<file path="src/rtl/bin_to_bcd_seq.sv">
// Sequential binary-to-BCD converter using shift-add-3 (double dabble),
// one input bit per clock, with a leading-zero blanking mask for the display.
module bin_to_bcd_seq #(
  parameter int unsigned WIDTH  = 24,
  parameter int unsigned DIGITS = 8
) (
  input  logic                  CLK100MHZ,
  input  logic                  reset,
  input  logic                  start,
  input  logic [WIDTH-1:0]      bin_in,
  output logic                  busy,
  output logic                  done,
  output logic [4*DIGITS-1:0]   bcd_out,
  output logic [DIGITS-1:0]     blank
);

  localparam int unsigned BCD_W = 4 * DIGITS;
  localparam int unsigned CNT_W = $clog2(WIDTH + 1);
  localparam logic [CNT_W-1:0]  CNT_LAST  = CNT_W'(WIDTH - 1);
  localparam logic [DIGITS-1:0] BLANK_RST = ~DIGITS'(1);

  typedef enum logic [1:0] {
    S_IDLE  = 2'd0,
    S_SHIFT = 2'd1,
    S_DONE  = 2'd2
  } state_t;

  state_t             state;
  state_t             state_next;
  logic [WIDTH-1:0]   shreg;
  logic [BCD_W-1:0]   scratch;
  logic [CNT_W-1:0]   cnt;

  logic               cnt_last_c;
  logic               capture_c;
  logic               shift_c;
  logic               load_c;
  logic [BCD_W-1:0]   adj_c;
  logic [BCD_W-1:0]   scratch_nxt_c;
  logic [DIGITS-1:0]  blank_nxt_c;
  logic               zero_run_c;

  assign cnt_last_c = (cnt == CNT_LAST);

  // State register
  always_ff @(posedge CLK100MHZ) begin
    if (reset) state <= S_IDLE;
    else       state <= state_next;
  end

  // Next-state logic; start is only honoured in IDLE
  always_comb begin
    state_next = state;
    case (state)
      S_IDLE:  if (start) state_next = S_SHIFT;
      S_SHIFT: if (cnt_last_c) state_next = S_DONE;
      S_DONE:  state_next = S_IDLE;
      default: state_next = S_IDLE;
    endcase
  end

  // Datapath control strobes decoded from the current state
  always_comb begin
    capture_c = 1'b0;
    shift_c   = 1'b0;
    load_c    = 1'b0;
    case (state)
      S_IDLE:  capture_c = start;
      S_SHIFT: begin
        shift_c = 1'b1;
        load_c  = cnt_last_c;
      end
      default: ;
    endcase
  end

  // One double-dabble step: add 3 to digits >= 5, then shift in the next binary MSB
  always_comb begin
    adj_c = scratch;
    for (int i = 0; i < int'(DIGITS); i++) begin
      if (scratch[4*i +: 4] >= 4'd5) adj_c[4*i +: 4] = scratch[4*i +: 4] + 4'd3;
    end
    scratch_nxt_c = (adj_c << 1) | BCD_W'(shreg[WIDTH-1]);
  end

  // Leading-zero mask of the result being loaded; units digit is never blanked
  always_comb begin
    blank_nxt_c = '0;
    zero_run_c  = 1'b1;
    for (int i = int'(DIGITS) - 1; i >= 1; i--) begin
      zero_run_c     = zero_run_c & (scratch_nxt_c[4*i +: 4] == 4'd0);
      blank_nxt_c[i] = zero_run_c;
    end
  end

  // Datapath and registered outputs; results only move when the last bit lands
  always_ff @(posedge CLK100MHZ) begin
    if (reset) begin
      shreg   <= '0;
      scratch <= '0;
      cnt     <= '0;
      busy    <= 1'b0;
      done    <= 1'b0;
      bcd_out <= '0;
      blank   <= BLANK_RST;
    end else begin
      busy <= (state_next != S_IDLE);
      done <= (state_next == S_DONE);
      if (capture_c) begin
        shreg   <= bin_in;
        scratch <= '0;
        cnt     <= '0;
      end else if (shift_c) begin
        shreg   <= shreg << 1;
        scratch <= scratch_nxt_c;
        cnt     <= cnt + CNT_W'(1);
      end
      if (load_c) begin
        bcd_out <= scratch_nxt_c;
        blank   <= blank_nxt_c;
      end
    end
  end

endmodule
</file>
<file path="config.mk">
export PLATFORM = sky130hd
export DESIGN_NAME = bin_to_bcd_seq
export DESIGN_NICKNAME = d
export VERILOG_FILES = /design/src/rtl/bin_to_bcd_seq.sv
export SDC_FILE = /design/constraint.sdc
export NUM_CORES = 1
export LEC_CHECK = 0
export CAP_MARGIN = 20
export CORE_MARGIN = 2
export CORE_UTILIZATION = 54
export DETAILED_ROUTE_END_ITERATION = 8
export PLACE_DENSITY_LB_ADDON = 0.3
export SETUP_SLACK_MARGIN = 0.4
export SYNTH_ARGS = -nofsm -noshare
export SYNTH_HDL_FRONTEND = slang
export SYNTH_SLANG_ARGS = --single-unit
</file>
<file path="constraint.sdc">
create_clock -name CLK100MHZ -period 2 [get_ports CLK100MHZ]
set_input_delay 0.4 -clock CLK100MHZ [delete_from_list [all_inputs] [get_ports CLK100MHZ]]
set_output_delay 0.4 -clock CLK100MHZ [all_outputs]
set_load 0.03 [all_outputs]
</file>
==> flow_summary.toml <==
[sta]
final.setup_skew_ns = 0.00935
setup_viol = 3
slew-limit-headroom_pct = 55.8
final.setup.tns_ns = -0.184
layout_min_cycle_time_ns = 2.07
finalHoldViolCount = 0
unrepaired_setup_endpoints_after_global_routing = "yes"
fin_worst_hold_slack_ns = 0.287
postLayoutSetupSlackWorst_ns = -0.0739
tightest_slew_ns = 0.656
portion_of_the_clock_cycle_consumed_by_the_worst_path_in_the_final_layout_pct = 104
final_max_slew_viol_count = 0
max_clock_freq_mhz = 482

[die]
boundaryPins = 69
num_rows = 33
floorplan.core_area_um2 = 8300
die_area_um2 = 9390
die_width_um = 96.9
starting_utilization_of_the_core_area_pct = 56.1
floorplan.die.height_um = 96.9

[grt]
grt_max_degree = 44
global_route.usage.met2_pct = 48.9
vias_in_the_first_global_route = 4453
grtUsageMet1_pct = 32.5
grt_use_met3_pct = 4.34
grt_antenna_before_repair = 0
grt_overflow = 0
globalRouteTotalUtil_pct = 27.4
global_route_wire_length_before_repair_um = 21200
global_route.peak_usage_layer = "met2"

[pwr]
pwr-share-clk_pct = 33.8
totalPowerFinal_uw = 4030
cellInternalPower_uw = 2960
power.switching_fraction_pct = 26.5
switchingPower_uw = 1070
pwr-share-seq_pct = 53.7
p_leak_uw = 0.00269
vdd_ir_drop_max_v = 0.000382
power_per_cell_area_nw_per_um2 = 577
power.combinational.fraction_pct = 12.5

[placement]
detailed_place_hpwl_um = 7380
gpl.final_weighted_congestion = 0.848
numPortBuffers = 67
dp_slack_ns = -0.0215

[yosys]
synth_mux_area_share_pct = 2.79
synth_flop_cell = "sky130_fd_sc_hd__dfxtp_1"
synthesis.nets = 620
yosys_warnings = 0
synth_xor_area_share_pct = 2.26
synth_compound_area_share_pct = 19.1
synthesis.area_per_instance_um2 = 8.09
synth_edf_count = 0
number_of_storage_elements_in_the_synthesis_netlist = 104
yosys.area_share.simple_pct = 21.1
post_synthesis_sequential_area_ratio_pct = 44.7
post_synth_cell_types = 36
synthCells = 576
ys_async_sr_fraction_pct = 0
synth_top_family_by_area = "simple AND/OR/NAND/NOR gates"
arithmetic_cell_share_of_the_synthesized_area_counting_full_adders_half_adders_and_majority_gates_pct = 4.57
synth_area_um2 = 4660

[min_path]
worst_hold_path.num_cells = 2
hold_class = "in -> reg"
worst_hold_startpoint = "reset"
min_delay_worst_endpoint = "shreg[0]"

[clock_tree]
cts_inserted_buffers = 9
tritoncts = "yes"
cts.sinks = 104
cts.clk_slew.worst_paths_ns = 0.10
max-clock-path-buffers = 2
insertion_delay_ns = 0.38
ctsRootBufferMaster = "sky130_fd_sc_hd__clkbuf_8"
cts-htree-levels = 3

[route]
routed_wire_length_um = 16800
wire_per_inst_um = 20.8
drt_drc_violations_left = 0
avgViaCountPerCell = 6.20
route.antenna.remaining_nets = 0
drt-pass1-iter-count = 6
vias = 5006
drtIter0Drc = 321

[worst_setup_path]
timing.rr.start = "scratch[24]"
cp_data_required_time_ns = 2.31
timing.reg2reg.worst_path_depth = 6
crit-reg2reg-capture = "blank[3]"
worst-r2r-setup-slack_ns = -0.07
cp.arrival_ns = 2.39
cp-end-kind = "register"
critPathMaxFanout = 6
kind_of_start_point_of_the_critical_path = "register"
critical_path_class = "reg -> reg"

[layout]
antennaDiodeCount = 0
areaGrowthSynthToFinish_pct = 49.7
final_util_pct = 84.0
final_nets = 742
post_route_cells_drive_above_1_share_pct = 32.9

[outcome]
run_status = "finished with violations"
violations = "negative setup slack"

[run]
max_cap_violations = 0
## metrics by stage
step	cell area [µm²]	instances
finish	6970	808
floorplan	4760	576
global placement	5580	736
global route	6970	808
detailed placement	5580	736
CTS	6390	786
## power groups by stage
| stage | clock network, µW | registers, µW | logic (µW) |
|---|---|---|---|
| after detailed placement | 0 | 2200 | 376 |
| after CTS | 1330 | 2160 | 416 |
| after global routing | 1430 | 2170 | 533 |
| after global placement | 0 | 2200 | 360 |
| final | 1360 | 2160 | 502 |
| after floorplan | 0 | 2200 | 251 |
## worst max-delay path, stage by stage (launching register included)
cell                       delay, ns
sky130_fd_sc_hd__dfxtp_4        0.39
sky130_fd_sc_hd__o21ai_0        0.55
sky130_fd_sc_hd__nor3b_2        0.13
sky130_fd_sc_hd__a21oi_2        0.18
sky130_fd_sc_hd__o2111a_2       0.31
sky130_fd_sc_hd__nand4_1        0.25
sky130_fd_sc_hd__o21ai_1        0.20
## what timing repair did
action / in CTS / in global routing
pin swaps: 33 / 31
buffers inserted: 30 / 21
hold buffers: 0 / 0
resized for setup: 130 / 97
gates cloned: 4 / 1
endpoints found under the setup margin: 102 / 74
## cell usage in the layout (no fill, tap or decap), types with 4 or more instances in the layout
| master | synthesis | final |
|---|---|---|
| sky130_fd_sc_hd__a211oi_1 | 22 | 9 |
| sky130_fd_sc_hd__a211oi_2 | 0 | 13 |
| sky130_fd_sc_hd__a21oi_1 | 72 | 55 |
| sky130_fd_sc_hd__a21oi_2 | 4 | 14 |
| sky130_fd_sc_hd__a21oi_4 | 0 | 7 |
| sky130_fd_sc_hd__buf_12 | 0 | 6 |
| sky130_fd_sc_hd__buf_16 | 0 | 4 |
| sky130_fd_sc_hd__buf_4 | 1 | 52 |
| sky130_fd_sc_hd__buf_6 | 4 | 16 |
| sky130_fd_sc_hd__clkbuf_8 | 0 | 10 |
| sky130_fd_sc_hd__clkdlybuf4s50_1 | 0 | 25 |
| sky130_fd_sc_hd__dfxtp_1 | 104 | 81 |
| sky130_fd_sc_hd__dfxtp_2 | 0 | 15 |
| sky130_fd_sc_hd__dfxtp_4 | 0 | 8 |
| sky130_fd_sc_hd__dlygate4sd2_1 | 0 | 38 |
| sky130_fd_sc_hd__ha_4 | 0 | 15 |
| sky130_fd_sc_hd__inv_1 | 20 | 6 |
| sky130_fd_sc_hd__inv_2 | 0 | 7 |
| sky130_fd_sc_hd__inv_4 | 0 | 7 |
| sky130_fd_sc_hd__mux2i_1 | 13 | 8 |
| sky130_fd_sc_hd__mux2i_4 | 0 | 4 |
| sky130_fd_sc_hd__nand2_1 | 109 | 105 |
| sky130_fd_sc_hd__nand2b_4 | 1 | 8 |
| sky130_fd_sc_hd__nand3_1 | 9 | 9 |
| sky130_fd_sc_hd__nor2_1 | 50 | 40 |
| sky130_fd_sc_hd__nor2_2 | 1 | 4 |
| sky130_fd_sc_hd__nor2_4 | 0 | 7 |
| sky130_fd_sc_hd__nor3b_1 | 16 | 9 |
| sky130_fd_sc_hd__nor3b_2 | 0 | 6 |
| sky130_fd_sc_hd__o21ai_0 | 36 | 33 |
| sky130_fd_sc_hd__o22ai_1 | 20 | 20 |
| sky130_fd_sc_hd__xnor2_1 | 9 | 8 |
## sequential cells by signal, indices dropped and copies added, names as in the netlist
name     cells
bcd_out     32
scratch     32
shreg       24
blank        7
cnt          5
state        2
busy         1
done         1
## final cells by class
class                           count  area, µm²
Multi-Input combinational cell    417       2980
Sequential cell                   104       2130
Timing Repair Buffer              146       1440
Fill cell                         428       1330
Clock buffer                       11        141
Tap cell                          105        131
Inverter                           20       92.6
Clock inverter                      5       56.3
## synth_stat cells (3+ instances only)
cell type / count / area (µm²)
sky130_fd_sc_hd__a21oi_2: 4 / 35.0
sky130_fd_sc_hd__mux2i_1: 13 / 130
sky130_fd_sc_hd__o21ai_0: 36 / 180
sky130_fd_sc_hd__nor3_1: 4 / 20.0
sky130_fd_sc_hd__buf_6: 4 / 45.0
sky130_fd_sc_hd__o22ai_1: 20 / 125
sky130_fd_sc_hd__a211oi_1: 22 / 165
sky130_fd_sc_hd__nand2b_1: 9 / 56.3
sky130_fd_sc_hd__nor2_1: 50 / 188
sky130_fd_sc_hd__and3_1: 4 / 25.0
sky130_fd_sc_hd__nor3b_1: 16 / 120
sky130_fd_sc_hd__nand4_1: 3 / 18.8
sky130_fd_sc_hd__a21oi_1: 72 / 360
sky130_fd_sc_hd__clkbuf_1: 16 / 60.1
sky130_fd_sc_hd__inv_1: 20 / 75.1
sky130_fd_sc_hd__nand2_1: 109 / 409
sky130_fd_sc_hd__buf_1: 6 / 22.5
sky130_fd_sc_hd__xor2_1: 3 / 26.3
sky130_fd_sc_hd__xnor2_1: 9 / 78.8
sky130_fd_sc_hd__nand3_1: 9 / 45.0
sky130_fd_sc_hd__dfxtp_1: 104 / 2080
sky130_fd_sc_hd__ha_1: 17 / 213
sky130_fd_sc_hd__and2_1: 3 / 18.8
sky130_fd_sc_hd__buf_2: 8 / 40.0
## per-layer routing
layer | up-vias | routed length [µm]
met4 | 0 | 944
met2 | 323 | 8330
met1 | 2368 | 6230
met5 | - | 0
li1 | 2219 | -
met3 | 96 | 1340
## worst max-delay path by stage
stage                            to         from  slack (ns)
after floorplan            blank[4]     state[1]        0.34
after global placement    shreg[17]        start        0.10
after global routing       blank[3]  scratch[24]        -0.1
after CTS                  blank[1]  scratch[13]        0.20
final                      blank[3]  scratch[24]       -0.07
after detailed placement   shreg[9]        start       -0.02
## kinds of logic after synthesis
kind of cell,Yosys count
and+or+nand+nor,217
other,1
AOI/OAI and AO/OA,157
DFF,104
buffers and inverters,55
muxes,13
adders and majority gates,17
xor gates and xnor gates,12
(Power assumes the default switching activity.)
